==> src/rtl/nf_coeff_loader.sv <==
// -----------------------------------------------------------------------------
// nf_coeff_loader
//   Double-buffered coefficient store for the null-former FIR bank. The host
//   writes a shadow bank one word at a time. A commit arms a transfer that
//   copies the whole shadow bank into the active bank on the next
//   swap_strobe. If no strobe arrives within TIMEOUT cycles, the transfer is
//   forced and timeout_err is raised. The active bank is copied in a single
//   edge, so the null-former never sees a mix of old and new coefficients.
//
// Ports
//   clk, resetn     single clock, asynchronous active-low reset
//   wr_en/addr/data host coefficient write (index = channel_slot*NT + tap)
//   wr_ready        writes are accepted (no commit outstanding)
//   commit          arm shadow -> active transfer
//   swap_strobe     safe-update point from sample/frame timing
//   err_clr         clear sticky error flags
//   coeffs_concat   active bank, word k at [(k+1)*COEFF_WIDTH-1 : k*COEFF_WIDTH]
//   swap_done       one-cycle pulse after each completed swap
//   pending         a commit is waiting for its swap
//   addr_err        sticky: out-of-range write seen
//   timeout_err     sticky: swap was forced by timeout
//   swap_cnt        completed-swap count (wraps)
// -----------------------------------------------------------------------------
module nf_coeff_loader #(
  parameter  int NCH         = 4,
  parameter  int NT          = 8,
  parameter  int COEFF_WIDTH = 16,
  parameter  int TIMEOUT     = 1024,
  localparam int NCOEF       = (NCH - 1) * NT,
  localparam int ADDR_W      = (NCOEF > 1) ? $clog2(NCOEF) : 1
) (
  input  logic                         clk,
  input  logic                         resetn,
  input  logic                         wr_en,
  input  logic [ADDR_W-1:0]            wr_addr,
  input  logic [COEFF_WIDTH-1:0]       wr_data,
  output logic                         wr_ready,
  input  logic                         commit,
  input  logic                         swap_strobe,
  input  logic                         err_clr,
  output logic [NCOEF*COEFF_WIDTH-1:0] coeffs_concat,
  output logic                         swap_done,
  output logic                         pending,
  output logic                         addr_err,
  output logic                         timeout_err,
  output logic [15:0]                  swap_cnt
);

  localparam int CNT_W = (TIMEOUT > 1) ? $clog2(TIMEOUT) : 1;
  localparam logic [CNT_W-1:0] CNT_LAST = CNT_W'(TIMEOUT - 1);

  typedef enum logic {IDLE, PEND} state_e;

  state_e                  state_q, state_d;
  logic [CNT_W-1:0]        cnt_q, cnt_d;
  logic [COEFF_WIDTH-1:0]  shadow_q [NCOEF];
  logic [COEFF_WIDTH-1:0]  active_q [NCOEF];
  logic                    swap_done_q;
  logic                    addr_err_q;
  logic                    timeout_err_q;
  logic [15:0]             swap_cnt_q;

  logic in_range;
  logic wr_ok;
  logic wr_bad;
  logic do_swap;
  logic timed_out;

  assign in_range = (32'(wr_addr) < NCOEF);
  assign wr_ok    = (state_q == IDLE) && wr_en && in_range;
  assign wr_bad   = (state_q == IDLE) && wr_en && !in_range;

  // Next-state logic. Writes are only honoured in IDLE, so a write and a
  // swap can never land on the same edge.
  always_comb begin
    // NOTE: every signal gets a default first so no path through the case
    // leaves it unassigned, which would otherwise infer a latch.
    state_d   = state_q;
    cnt_d     = cnt_q;
    do_swap   = 1'b0;
    timed_out = 1'b0;
    unique case (state_q)
      IDLE: begin
        if (commit) begin
          state_d = PEND;
          cnt_d   = '0;
        end
      end
      PEND: begin
        if (swap_strobe) begin
          do_swap = 1'b1;
          state_d = IDLE;
          cnt_d   = '0;
        end else if (cnt_q == CNT_LAST) begin
          // Counter has run TIMEOUT PEND cycles without a strobe.
          do_swap   = 1'b1;
          timed_out = 1'b1;
          state_d   = IDLE;
          cnt_d     = '0;
        end else begin
          cnt_d = cnt_q + 1'b1;
        end
      end
      default: state_d = IDLE;
    endcase
  end

  // NOTE: sequential state uses non-blocking assignments so every flop
  // samples pre-edge values regardless of process evaluation order.
  always_ff @(posedge clk or negedge resetn) begin
    if (!resetn) begin
      state_q <= IDLE;
      cnt_q   <= '0;
    end else begin
      state_q <= state_d;
      cnt_q   <= cnt_d;
    end
  end

  // NOTE: both banks are register files that must read as zero after reset
  // (the null-former consumes them directly), so they are reset word by word
  // rather than left as uninitialised storage.
  always_ff @(posedge clk or negedge resetn) begin
    if (!resetn) begin
      for (int k = 0; k < NCOEF; k++) begin
        shadow_q[k] <= '0;
        active_q[k] <= '0;
      end
    end else begin
      if (wr_ok) shadow_q[wr_addr] <= wr_data;
      if (do_swap) active_q <= shadow_q;
    end
  end

  // Status flags. A set event in the same cycle as err_clr wins.
  always_ff @(posedge clk or negedge resetn) begin
    if (!resetn) begin
      swap_done_q   <= 1'b0;
      addr_err_q    <= 1'b0;
      timeout_err_q <= 1'b0;
      swap_cnt_q    <= '0;
    end else begin
      swap_done_q <= do_swap;
      if (do_swap) swap_cnt_q <= swap_cnt_q + 16'd1;

      if (wr_bad)       addr_err_q <= 1'b1;
      else if (err_clr) addr_err_q <= 1'b0;

      if (timed_out)    timeout_err_q <= 1'b1;
      else if (err_clr) timeout_err_q <= 1'b0;
    end
  end

  // Outputs are plain decodes/copies of flops; nothing combinational from
  // inputs reaches an output.
  for (genvar g = 0; g < NCOEF; g++) begin : g_concat
    assign coeffs_concat[g*COEFF_WIDTH +: COEFF_WIDTH] = active_q[g];
  end

  assign wr_ready    = (state_q == IDLE);
  assign pending     = (state_q == PEND);
  assign swap_done   = swap_done_q;
  assign addr_err    = addr_err_q;
  assign timeout_err = timeout_err_q;
  assign swap_cnt    = swap_cnt_q;

endmodule

==> config.mk <==
export PLATFORM = sky130hd
export DESIGN_NAME = nf_coeff_loader
export DESIGN_NICKNAME = d
export VERILOG_FILES = /design/src/rtl/nf_coeff_loader.sv
export SDC_FILE = /design/constraint.sdc
export NUM_CORES = 1
export LEC_CHECK = 0
export ABC_AREA = 1
export BUFFER_PORTS_ARGS = -buffer_cell sky130_fd_sc_hd__buf_2
export CAP_MARGIN = 40
export CORE_ASPECT_RATIO = 0.6
export CORE_UTILIZATION = 50
export CTS_CLUSTER_SIZE = 24
export DETAILED_ROUTE_END_ITERATION = 8
export GPL_ROUTABILITY_DRIVEN = 0
export PLACE_DENSITY_LB_ADDON = 0.25
export SLEW_MARGIN = 20
export SYNTH_ARGS = -nofsm -noshare
export SYNTH_HDL_FRONTEND = slang
export SYNTH_SLANG_ARGS = --single-unit
export TNS_END_PERCENT = 50
==> constraint.sdc <==
create_clock -name clk -period 2.1 [get_ports clk]
set_clock_uncertainty 0.05 [all_clocks]
set_input_delay 0.105 -clock clk [delete_from_list [all_inputs] [get_ports clk]]
set_output_delay 0.105 -clock clk [all_outputs]
set_load 0.03 [all_outputs]
==> impl_metrics.env <==
export IMPL_synth_yosys_seq_area_share_pct=66.73
export IMPL_yosys_top_cells_area="dfrtp_1, nand2_1, o21ai_0"
export IMPL_synthSimpleGateAreaFrac_pct=22.13
export IMPL_worstSetupPathType="reg2reg"
export IMPL_die_h_um=191.5
export IMPL_final_setup_viol_count=0
export IMPL_worstPathArrival_ns=2.53
export IMPL_synth_edf_count=0
export IMPL_worst_setup_path_start_kind="flop"
export IMPL_syn_to_final_growth_pct=19.08
export IMPL_netlist_top_cells_count="nand2_1, dfrtp_1, o21ai_0"
export IMPL_rows=69
export IMPL_nets=3645
export IMPL_fp_dieArea_um2=60870
export IMPL_h_tree_depth=3
export IMPL_totalPowerFinal_mw=39.51
export IMPL_grt_usage_pct=27.58
export IMPL_yosys_cell_count_top_type="nand2_1"
export IMPL_max_freq_mhz=491.8
export IMPL_ioPinCount=432
export IMPL_start_util_pct=50.60
export IMPL_synth_ff_latch_count=798
export IMPL_syn_inst=3192
export IMPL_synth_compound_area_share_pct=6.644
export IMPL_ant_nets=0
export IMPL_ir_drop_mv=0.6282
export IMPL_drc=0
export IMPL_grt_start_max_net_pins=104
export IMPL_top_layer="met4"
export IMPL_path_common_cell="nand2_1"
export IMPL_grt_pass1_vias=21480
export IMPL_drtPass1Iterations=7
export IMPL_rsz0062_at_grt="true"
export IMPL_core_um2=59140
export IMPL_min_period_ns=2.033
export IMPL_avgRoutedWirePerCell_um=18.55
export IMPL_finalCritPeriodShare_pct=96.83
export IMPL_cts_tree="built"
export IMPL_die_width_um=317.8
export IMPL_synth_top_family_by_area="simple AND/OR/NAND/NOR gates"
export IMPL_cp_required_ns=2.60
export IMPL_slew_headroom_pct=57.54
export IMPL_clk_path_buf_depth=3
export IMPL_drv_cap=0
export IMPL_place_hpwl_mm=50.19
export IMPL_hold_viol=0
export IMPL_cts_made_buffers=72
export IMPL_report_final_slew_viol_count=0
export IMPL_drt_iter0_drc=1945
export IMPL_max_stage_delay_ns=0.42
export IMPL_p_per_area_nw_per_um2=1109
export IMPL_io_buffers=431
export IMPL_min_path_type="in2reg"
export IMPL_antenna_found_initial=6
export IMPL_drive_gt1_share_pct=17.88
export IMPL_drt_vias_per_instance=5.142
export IMPL_fin_util_pct=60.26
export IMPL_grt_ovfl_total=0
export IMPL_crit_chain="ha_1 -> nand2_1 -> nor2_4 -> nand3_1 -> nand2_2 -> nand2_8 -> buf_16 -> buf_12 -> nand2_1 -> nand2_1"
export IMPL_clk_latency_ns=0.61
export IMPL_synth_top_cell_by_area="dfrtp_1"
export IMPL_synth_top_area_share_pct=66.73
export IMPL_synth_xor_area_share_pct=0.3219
export IMPL_worstMarginPinSlew_ns=0.6369
export IMPL_grt_pass1_wl_mm=128.2
export IMPL_path_max_fanout=53
export IMPL_dr_wl_met3_mm=5.534
export IMPL_crit_slowest_cell="dfrtp_1"
export IMPL_endpoint_kind="flop"
export IMPL_met1_length_mm=38.58
export IMPL_syn_area_um2=29930
export IMPL_synth_warnings=0
export IMPL_num_vias=22900
export IMPL_synthArstFlopShare_pct=100.0
export IMPL_dr_wl_met2_mm=36.18
export IMPL_clock_sinks=798
export IMPL_synth_cell_types=24
export IMPL_routed_wl_mm=82.62
export IMPL_fin_hold_ws_ns=0.06172
export IMPL_syn_num_nets=3221
export IMPL_clk_root_buffer_cell="clkbuf_16"
export IMPL_synthFlopType="dfrtp_1"
export IMPL_p_leak_nw=19.74
export IMPL_clk_pin_slew_ns=0.06
export IMPL_synth_fa_ha_area_share_pct=0.08362
export IMPL_syn_area_per_cell_um2=9.375
export IMPL_outcome="finished clean"
export IMPL_synth_area_mux_share_pct=0
-- layout by cell type, fill, tap and decap left out, drive strengths merged --
cell type,Yosys,routed
nand2,1661,1661
dfrtp,798,798
buf,77,538
o21ai,392,392
clkbuf,117,104
inv,48,53
nor2,40,40
nand3,24,24
clkinv,1,16
nand4,15,15
xnor2,8,8
dlygate4sd3,0,5
bufinv,0,4
diode,0,3
xor2,3,3
nor3,2,2
o22ai,2,2
ha,2,2
o41ai,1,1
a21oi,1,1
-- per-stage QoR --
| stage | setup TNS, ns | area [µm²] | std cells | setup WS (ns) |
|---|---|---|---|---|
| 5_1_grt | -2.122 | 35640 | 4453 | -0.05239 |
| 3_3_place_gp | 0 | 33130 | 4313 | 0.1602 |
| 4_1_cts | 0 | 35510 | 4446 | 0.05943 |
| 3_5_place_dp | 0 | 33130 | 4313 | 0.09362 |
| 6_report | 0 | 35640 | 4453 | 0.06654 |
| 2_1_floorplan | 0 | 29930 | 3192 | 0.2525 |
-- cell families (layout without fill, tap and decap cells) --
family,after synthesis,after routing
flip-flops,798,798
XOR/XNOR,11,11
other,0,3
buffers and inverters,243,720
adder cells (fa/ha/maj),2,2
AO/OA/AOI/OAI,396,396
AND/OR/NAND/NOR,1742,1742
-- worst max-delay path, delay by kind of cell (launching register included) --
kind	cells	cell delay (ns)
fa+ha+maj	1	0.23
simple gates	7	0.68
buf+inv	2	0.51
flops	1	0.42
-- timing repair --
action / in CTS / in global routing
setup buffers: 0 / 3
hold buffers: 6 / 0
endpoints found under the setup margin: 0 / 331
resized for setup: 0 / 14
hold endpoints to repair: 769 / 0
-- worst paths after layout --
check / start / endpoint / slack (ns) / cells after the start
max reg2reg: cnt_q[0] / coeffs_concat[281] / 0.07 / 10
max: cnt_q[0] / coeffs_concat[281] / 0.07 / 10
max in group asynchronous: resetn / shadow_q[64] / 1.23 / 3
min in group asynchronous: resetn / shadow_q[324] / 0.20 / 3
min: wr_data[15] / shadow_q[47] / 0.06 / 4
min reg2reg: shadow_q[60] / coeffs_concat[332] / 0.40 / 2
-- state kept, by name, indices dropped and copies added (netlist names) --
register       flops
addr_err           1
cnt_q             10
coeffs_concat    384
pending            1
shadow_q         384
swap_cnt          16
swap_done          1
timeout_err        1
-- area by class of cell --
type / instances / area [µm²]
Multi-Input combinational cell: 2151 / 8745
Antenna cell: 3 / 7.507
Clock inverter: 24 / 239.0
Fill cell: 5107 / 23500
Timing Repair Buffer: 544 / 3438
Inverter: 49 / 191.4
Tap cell: 781 / 977.2
Clock buffer: 103 / 2069
Sequential cell: 798 / 19970
-- metal layers --
layer | global-route usage, % | up-vias
li1 | - | 10820
met2 | 39.95 | 745
met5 | 0 | -
met3 | 5.022 | 147
met4 | 8.831 | 0
met1 | 42.05 | 11180
-- report_power, final --
part	leakage, nW	internal [mW]	switching, mW
combinational	7.77	2.12	5.33
sequential	10.8	17.5	1.45
clock	1.15	7.38	5.72
Note: power is estimated with default switching activity, not from simulation.
